[config.mk]
export PLATFORM = sky130hd
export DESIGN_NAME = instr_fetch_decode
export DESIGN_NICKNAME = d
export VERILOG_FILES = /design/src/rtl/instr_fetch_decode.sv
export SDC_FILE = /design/constraint.sdc
export NUM_CORES = 1
export LEC_CHECK = 0
export ABC_CLOCK_PERIOD_IN_PS = 3250
export CAP_MARGIN = 10
export CORE_UTILIZATION = 45
export CTS_CLUSTER_SIZE = 28
export DETAILED_ROUTE_END_ITERATION = 6
export GPL_TIMING_DRIVEN = 0
export PLACE_DENSITY = 0.74
export REMOVE_ABC_BUFFERS = 1
export SLEW_MARGIN = 20
export SYNTH_ARGS = -nofsm -noshare
export SYNTH_HDL_FRONTEND = slang
export SYNTH_SLANG_ARGS = --single-unit
[constraint.sdc]
create_clock -name i_clk -period 3.25 [get_ports i_clk]
set_clock_uncertainty 0.2 [all_clocks]
set_input_delay 0.8125 -clock i_clk [delete_from_list [all_inputs] [get_ports i_clk]]
set_output_delay 0.8125 -clock i_clk [all_outputs]
set_load 0.1 [all_outputs]
[src/rtl/instr_fetch_decode.sv]
// instr_fetch_decode: multi-cycle fetch/decode/sequencer feeding the 8-bit accumulator ALU.
// Optional feature: define FD_CYCLE_COUNT_EN to add the saturating o_cycle_count output.
`default_nettype none

module instr_fetch_decode #(
  parameter int PC_W = 8
) (
  input  logic            i_clk,
  input  logic            i_rst,
  input  logic            i_start,
  output logic [PC_W-1:0] o_imem_addr,
  input  logic [8:0]      i_imem_data,
  input  logic            i_iszero,
  output logic [3:0]      o_op,
  output logic            o_flag,
  output logic [4:0]      o_imme,
  output logic [2:0]      o_rb_sel,
  output logic            o_acc_we,
  output logic            o_mem_re,
  output logic            o_mem_we,
  output logic            o_busy,
  output logic            o_done
`ifdef FD_CYCLE_COUNT_EN
  ,
  output logic [15:0]     o_cycle_count
`endif
);

  localparam logic [3:0] c_op_slt   = 4'd8;
  localparam logic [3:0] c_op_beo   = 4'd9;
  localparam logic [3:0] c_op_bez   = 4'd10;
  localparam logic [3:0] c_op_load  = 4'd11;
  localparam logic [3:0] c_op_store = 4'd12;
  localparam logic [3:0] c_op_or    = 4'd13;
  localparam logic [3:0] c_op_setf  = 4'd14;
  localparam logic [3:0] c_op_halt  = 4'd15;

  typedef enum logic [2:0] {
    S_IDLE    = 3'd0,
    S_FETCH   = 3'd1,
    S_DECODE  = 3'd2,
    S_EXEC    = 3'd3,
    S_MEMWAIT = 3'd4,
    S_HALTED  = 3'd5
  } state_t;

  state_t          r_state;
  state_t          w_state_nxt;
  logic [PC_W-1:0] r_pc;
  logic [8:0]      r_ir;
  logic            r_flag;
  logic            w_acc_we;
  logic            w_mem_re;
  logic            w_mem_we;
  logic            w_start_ok;
  logic            w_taken;
  logic [3:0]      w_ir_op;
  logic [PC_W-1:0] w_offset;

  assign w_ir_op    = r_ir[8:5];
  assign w_start_ok = i_start && ((r_state == S_IDLE) || (r_state == S_HALTED));
  assign w_taken    = ((w_ir_op == c_op_beo) || (w_ir_op == c_op_bez)) && i_iszero;
  assign w_offset   = {{(PC_W-5){r_ir[4]}}, r_ir[4:0]};

  always_comb begin
    w_state_nxt = r_state;
    w_acc_we    = 1'b0;
    w_mem_re    = 1'b0;
    w_mem_we    = 1'b0;
    case (r_state)
      S_IDLE, S_HALTED: if (i_start) w_state_nxt = S_FETCH;
      S_FETCH:          w_state_nxt = S_DECODE;
      S_DECODE:         w_state_nxt = S_EXEC;
      S_EXEC: begin
        w_acc_we = (w_ir_op <= c_op_slt) || (w_ir_op == c_op_or);
        w_mem_we = (w_ir_op == c_op_store);
        if (w_ir_op == c_op_load) begin
          w_mem_re    = 1'b1;
          w_state_nxt = S_MEMWAIT;
        end else if (w_ir_op == c_op_halt) begin
          w_state_nxt = S_HALTED;
        end else begin
          w_state_nxt = S_FETCH;
        end
      end
      S_MEMWAIT: begin
        w_acc_we    = 1'b1;
        w_state_nxt = S_FETCH;
      end
      default:          w_state_nxt = S_IDLE;
    endcase
  end

  always_ff @(posedge i_clk or posedge i_rst) begin
    if (i_rst) begin
      r_state <= S_IDLE;
      r_pc    <= '0;
      r_ir    <= '0;
      r_flag  <= 1'b0;
    end else begin
      r_state <= w_state_nxt;
      if (w_start_ok) begin
        r_pc   <= '0;
        r_flag <= 1'b0;
      end
      if (r_state == S_DECODE) r_ir <= i_imem_data;
      if (r_state == S_EXEC) begin
        if (w_ir_op == c_op_setf) r_flag <= r_ir[0];
        // HALT leaves the PC pointing at itself
        if (w_ir_op != c_op_halt) r_pc <= w_taken ? (r_pc + w_offset) : (r_pc + 1'b1);
      end
    end
  end

  always_comb begin
    o_op     = 4'd0;
    o_imme   = 5'd0;
    o_rb_sel = 3'd0;
    // During DECODE the fields come straight from the ROM so they are stable before IR loads
    if (r_state == S_DECODE) begin
      o_op     = i_imem_data[8:5];
      o_imme   = i_imem_data[4:0];
      o_rb_sel = i_imem_data[2:0];
    end else if ((r_state == S_EXEC) || (r_state == S_MEMWAIT)) begin
      o_op     = r_ir[8:5];
      o_imme   = r_ir[4:0];
      o_rb_sel = r_ir[2:0];
    end
  end

  assign o_imem_addr = r_pc;
  assign o_flag      = r_flag;
  assign o_acc_we    = w_acc_we;
  assign o_mem_re    = w_mem_re;
  assign o_mem_we    = w_mem_we;
  assign o_busy      = (r_state == S_FETCH) || (r_state == S_DECODE) ||
                       (r_state == S_EXEC)  || (r_state == S_MEMWAIT);
  assign o_done      = (r_state == S_HALTED);

`ifdef FD_CYCLE_COUNT_EN
  logic [15:0] r_cycle_count;

  always_ff @(posedge i_clk or posedge i_rst) begin
    if (i_rst) begin
      r_cycle_count <= 16'd0;
    end else if (w_start_ok) begin
      r_cycle_count <= 16'd0;
    end else if (o_busy && (r_cycle_count != 16'hFFFF)) begin
      r_cycle_count <= r_cycle_count + 16'd1;
    end
  end

  assign o_cycle_count = r_cycle_count;
`endif

endmodule

`default_nettype wire

==> summary.txt, run 1 <==
Yosys
  – Syn Inst Count: 170
  – YS warnings: 0
  – Post-synth EDFFs: 0
  – Cell Area, Synth: 1485 sq um
  – Prevailing post-synth register cell: dfrtp_1
  – Synth Register Bits: 21
  – Distinct cells, synth: 39
  – Synth area leader: dfrtp_1
  – Top-area cell type share of the netlist area: 35.38%
  – Synth top cells by count: 22 x o21ai_0, 21 x dfrtp_1, 21 x nand2_1
  – Synth area leaders: dfrtp_1 35%, o21ai_0 7.4%, mux2_2 6.1%, nand2_1 5.3%, a22oi_1 4.5%
  – Post-Syn Area per Cell: 8.736 sq um
  – Top-count cell post-synth: o21ai_0
  – Async SR Flop Fraction: 100.0%
  – Seq/Total Area, Yosys: a little over a third

Cells and area
  – Area Overhead vs Synth: 24.18%
  – Share of cells above drive strength 1: ~20%
  – FILL cells: just over 300
  – Fin area: about 1800 sq um
  – Diode count: 0
  – Nets: ~220

GRT
  – Congestion Overflow GR: 0
  – Initial antenna violation count: 0
  – Largest net degree at the start of global routing: 22
  – Global-route wire length before repair: ~5600 um
  – GRT Overall Usage: a little over a fifth
  – Vias in the first global route: ~1.3k

CTS
  – CTS Buffer Depth: 2
  – CTS sink count: 21
  – Number of setup buffers added after CTS: 0
  – CTS tree: built
  – Clk_lat worst skew: around 0.3 ns
  – Clock Pin Slew Worst Setup and Hold Paths: approximately 0.12 ns
  – H-tree lvl count: 1
  – CTS root buf: clkbuf_4
  – Post-CTS Hold Buffers: 0
  – Clock buffer count from CTS: 3

Timing
  – Final-report hold violation count: 0
  – Setup TNS: 0 ns
  – Final Max Tran Viols: 0
  – Tcrit/Tclk final: between 90 and 100%
  – Rel. slew slack: between 30% and 40%
  – Post-layout min period: 3.147 ns
  – Maximum clock frequency: 317.7 MHz
  – RSZ-0062 raised after global routing: yes
  – Final setup viols: 0
  – Worst-Margin Slew: 0.9612 ns

Detailed routing
  – Via count: about 1.4k
  – DRT Pass-1 Iters: 4
  – Total Wirelength: around 3600 um
  – Routed len/inst: between 10 and 15 um
  – Post-route ant nets: 0
  – DR vias/cell: between 5 and 6
  – Drt drc: 0
  – Initial drt markers: between 60 and 70

Floorplan
  – Core Region: 3103 sq um
  – Die extent in x: around 60 um
  – Initial Utilization: a little under half
  – Cell row count: 20
  – Die height: between 50 and 60 um
  – Ports: 39
  – Die Area: about 3500 sq um

Setup path
  – CP startpoint kind: flop
  – Worst setup path startpoint: r_state[0]
  – WP data required: roughly 2.2 ns
  – Max FO, Critical Path: 17
  – FF-to-FF End: o_imem_addr[4]
  – Reg2Reg Depth: 11
  – CP Class: reg2out
  – Critical Path Sink: o_mem_we
  – CP arrival: between 2 and 2.5 ns
  – Reg2reg setup slack: ~0.32 ns
  – CP endpoint kind: output pin
  – RR Startpoint: r_ir[6]

Place
  – Routability cong.: 0.8721
  – Placed inst area: approximately 1800 sq um
  – Port buffer count: 38
  – Detailed placement HPWL: 2613 um

Run
  – Max Cap Viol: 0

Outcome
  – Status: completed

Worst hold path
  – Min-Delay Path Class: reg2reg
## sequential cells by signal, summed over array words and instances (netlist names)
| name | cells |
|---|---|
| o_flag | 1 |
| o_imem_addr | 8 |
| r_ir | 9 |
| r_state | 3 |
## worst max-delay path: stages (launching register included)
cell	delay (ns)
dfrtp_2	0.58
and3b_2	0.42
and4b_1	0.26
clkdlybuf4s15_2	0.56
## worst min-delay path by stage
stage | startpoint | endpoint | slack, ns | depth (start not counted)
after floorplan | r_ir[2] | r_ir[2] | 0.32 | 1
after detailed placement | o_imem_addr[7] | o_imem_addr[7] | 0.33 | 2
after CTS | o_imem_addr[7] | o_imem_addr[7] | 0.34 | 2
after global placement | o_flag | o_flag | 0.31 | 2
final | o_imem_addr[7] | o_imem_addr[7] | 0.34 | 2
after global routing | o_imem_addr[7] | o_imem_addr[7] | 0.38 | 2
## logic make-up (layout without fill, tap and decap cells)
kind of cell / after synthesis / after routing / synth area share, %
and+or+nand+nor: 57 / 57 / 20.81
AOI/OAI and AO/OA: 46 / 46 / 19.29
buffers and inverters: 24 / 51 / 8.340
DFF: 21 / 21 / 35.38
muxes: 9 / 9 / 6.740
xor gates and xnor gates: 8 / 8 / 4.718
adders and majority gates: 5 / 5 / 4.718
## repair_timing
action | 4_1_cts | 5_1_grt
cloned | 0 | 0
setup endpoints to repair | 21 | 16
resized for setup | 90 | 12
## per-layer routing
layer | share of wire (%) | wire [um] | global-route usage [%] | up-vias
li1 | - | - | - | 652
met1 | 43 | 1541 | 24.66 | 660
met2 | 53 | 1914 | 39.97 | 43
met3 | 3.9 | 142 | 2.620 | 2
met4 | 0.42 | 15 | 7.483 | 0
met5 | 0 | 0 | 0 | -
## placed cells by master (no fill, tap or decap), types with 2 or more instances in the layout
cell	n
buf_2	6
o21ai_0	22
nor3_1	2
nand2_1	21
a22oi_1	9
and2_1	2
xor2_1	3
ha_1	4
clkbuf_4	7
nor2_1	7
a21oi_1	4
nand2b_1	2
clkdlybuf4s50_1	21
o21bai_1	3
or3_1	2
nand3_1	8
buf_4	2
inv_1	9
mux2_2	8
nand4_1	2
clkdlybuf4s15_2	3
dfrtp_1	20
xnor2_1	5
o311a_1	2
## final cells by class
cell class                      instances  area (sq um)  area share (%)
Multi-Input combinational cell        125         869.6           47.15
Sequential cell                        21         526.8           28.56
Timing Repair Buffer                   38         332.8           18.05
Tap cell                               44         55.05           2.985
Inverter                                9         33.78           1.832
Clock buffer                            4         26.28           1.425
## metrics by stage
step	setup slack (ns)	hold slack, ns	util [%]	instances
4_1_cts	0.002744	0.3419	58.99	241
5_1_grt	0.005506	0.3791	59.44	241
2_1_floorplan	-2.979	0.3178	-	155
3_5_place_dp	-0.6372	0.3275	58.99	237
6_report	0.1027	0.3375	59.44	241
3_3_place_gp	-0.5972	0.3138	58.99	237
Power of run 1 is left out: the tool's default activity adds up to more than one toggle a clock period on the data nets, which glitch-free logic cannot reach.
==> inputs of run 2 (changes only) <==
--- a/config.mk
+++ b/config.mk
@@ -5,7 +5,7 @@
 export SDC_FILE = /design/constraint.sdc
 export NUM_CORES = 1
 export LEC_CHECK = 0
-export ABC_CLOCK_PERIOD_IN_PS = 3250
+export ABC_CLOCK_PERIOD_IN_PS = 4000
 export CAP_MARGIN = 10
 export CORE_UTILIZATION = 45
 export CTS_CLUSTER_SIZE = 28
==> constraint.sdc (replaced) <==
create_clock -name i_clk -period 4 [get_ports i_clk]
set_clock_uncertainty 0.2 [all_clocks]
set_input_delay 1 -clock i_clk [delete_from_list [all_inputs] [get_ports i_clk]]
set_output_delay 1 -clock i_clk [all_outputs]
set_load 0.1 [all_outputs]
==> run 2 against run 1 <==
  * Wire length decreased by 3.3%
  * Via count decreased by 2.8%
  * Global-route usage decreased by 0.23 points
  * First-iteration DRC count decreased by 4.7%
  * Sequential cell count unchanged
  * Worst setup slack improved by 0.0060 ns
  * Hold slack about the same
  * Sequential share of layout area increased by 0.26 points
  * Cell count unchanged
  * Cell area decreased by 1.2%
  * Core utilization decreased by 0.69 points
  * Critical endpoint is now o_acc_we
  * Highest routed layer unchanged
==> summary.txt, run 2 (synthesized netlist as in run 1, its figures left out) <==
Outcome
  – Status: completed

Timing
  – Fin worst setup slack: about 0.11 ns
  – Final-report hold violation count: 0
  – Tcrit/Tclk final: slightly below 100%
  – Worst-Margin Slew: between 0.9 and 1 ns
  – Maximum clock frequency: 257.0 MHz
  – Setup TNS: 0 ns
  – Rel. slew slack: around 36%
  – Post-layout min period: a little under 4 ns
  – Final setup viols: 0
  – Final Max Tran Viols: 0
  – RSZ-0062 raised after global routing: no

Place
  – Port buffer count: 38
  – Placed inst area: 1831 sq um
  – Placement Setup Slack: -0.2622 ns
  – Routability cong.: 0.8721
  – Detailed placement HPWL: 2613 um

Detailed routing
  – Routed len/inst: around 15 um
  – DRT Pass-1 Iters: 4
  – Initial drt markers: slightly above 60
  – Post-route ant nets: 0
  – Drt drc: 0
  – DR vias/cell: 5.473
  – Via count: 1,319
  – Total Wirelength: approximately 3500 um

GRT
  – GRT Overall Usage: between 20% and 30%
  – M3 GR Usage: 2.838%
  – Initial antenna violation count: 0
  – Met2 Use GR: between 30% and 40%
  – Met1 GRT Util: between 20% and 30%
  – GRT Max-Usage Layer: met2
  – Global-route wire length before repair: 5616 um
  – Largest net degree at the start of global routing: 22
  – Vias in the first global route: 1,269
  – Congestion Overflow GR: 0

Run
  – Max Cap Viol: 0

Worst hold path
  – Min-Delay Path Class: reg2reg

Setup path
  – CP startpoint kind: flop
  – Reg2reg setup slack: 0.96 ns
  – CP arrival: between 2 and 3 ns
  – CP endpoint kind: output pin
  – CP Class: reg2out
  – Max FO, Critical Path: 17
  – WP data required: 2.80 ns

Floorplan
  – Die Area: around 3500 sq um
  – Ports: 39
  – Die extent in x: between 50 and 60 um
  – Cell row count: 20
  – Initial Utilization: roughly 48%
  – Core Region: between 3000 and 4000 sq um
  – Die height: around 60 um

Cells and area
  – FILL cells: ~300
  – Diode count: 0
  – Share of cells above drive strength 1: roughly 16%
  – Max reg flops: 9
  – Fin area: between 1500 and 2000 sq um
  – Biggest register: r_ir
  – Most frequent cells in the layout: 22 x o21ai_0, 22 x clkdlybuf4s50_1, 21 x nand2_1, 21 x dfrtp_1
  – Nets: approximately 220
  – Area Overhead vs Synth: 22.75%
  – Post-layout util: 58.75%

CTS
  – CTS Buffer Depth: 2
  – Clock Pin Slew Worst Setup and Hold Paths: ~0.12 ns
  – CTS tree: built
  – Clk_lat worst skew: 0.30 ns
  – Number of setup buffers added after CTS: 0
  – CTS sink count: 21
  – CTS root buf: clkbuf_4
  – Clock buffer count from CTS: 3
  – H-tree lvl count: 1
run 2: changes by cell type in the layout (fill, tap and decap cells not counted), moves of 2 or more:
cell	delta
buf_4	-2
clkdlybuf4s15_2	+3
clkbuf_2	+7
clkbuf_4	-4
buf_2	-6
run 2: timing repair:
item / in CTS / in global routing
setup endpoints to repair: 16 / 9
resized for setup: 39 / 18
hold endpoints to repair: 0 / 0
hold buffers: 0 / 0
run 2: area by class of cell:
class | count | area (sq um) | area share [%]
well taps | 44 | 55.05 | 3.020
repair buffers | 38 | 346.6 | 19.01
clock buffers | 4 | 26.28 | 1.441
multi-input cells | 125 | 835.8 | 45.85
inverters | 9 | 33.78 | 1.853
flip-flops and latches | 21 | 525.5 | 28.83
run 2: metrics by stage:
step / cells / hold slack [ns]
after floorplan: 155 / 0.3178
after global placement: 237 / 0.3138
after detailed placement: 237 / 0.3275
after CTS: 241 / 0.3419
after global routing: 241 / 0.3788
final: 241 / 0.3371
run 2: worst paths after layout:
kind | from | to | cells past startpoint
hold / removal | o_imem_addr[7] | o_imem_addr[7] | 2
max in group asynchronous | i_rst | o_imem_addr[3] | 2
setup / recovery | r_state[0] | o_acc_we | 4
min in group asynchronous | i_rst | r_ir[6] | 2
hold reg to reg | o_imem_addr[7] | o_imem_addr[7] | 2
setup reg to reg | r_ir[6] | o_imem_addr[4] | 9
run 2: critical path: stages, from the launching register on:
cell and delay (ns):
dfrtp_1 0.73, and3b_1 0.58, nand2_1 0.09, o21ai_0 0.11, clkdlybuf4s15_1 0.86
run 2: routing by layer:
layer  vias up  part of all wire (%)
li1        650                     -
met1       637                    43
met2        30                    53
met3         2                   3.7
met4         0                  0.43
met5         -                     0
Power of run 2 is left out for the same reason.
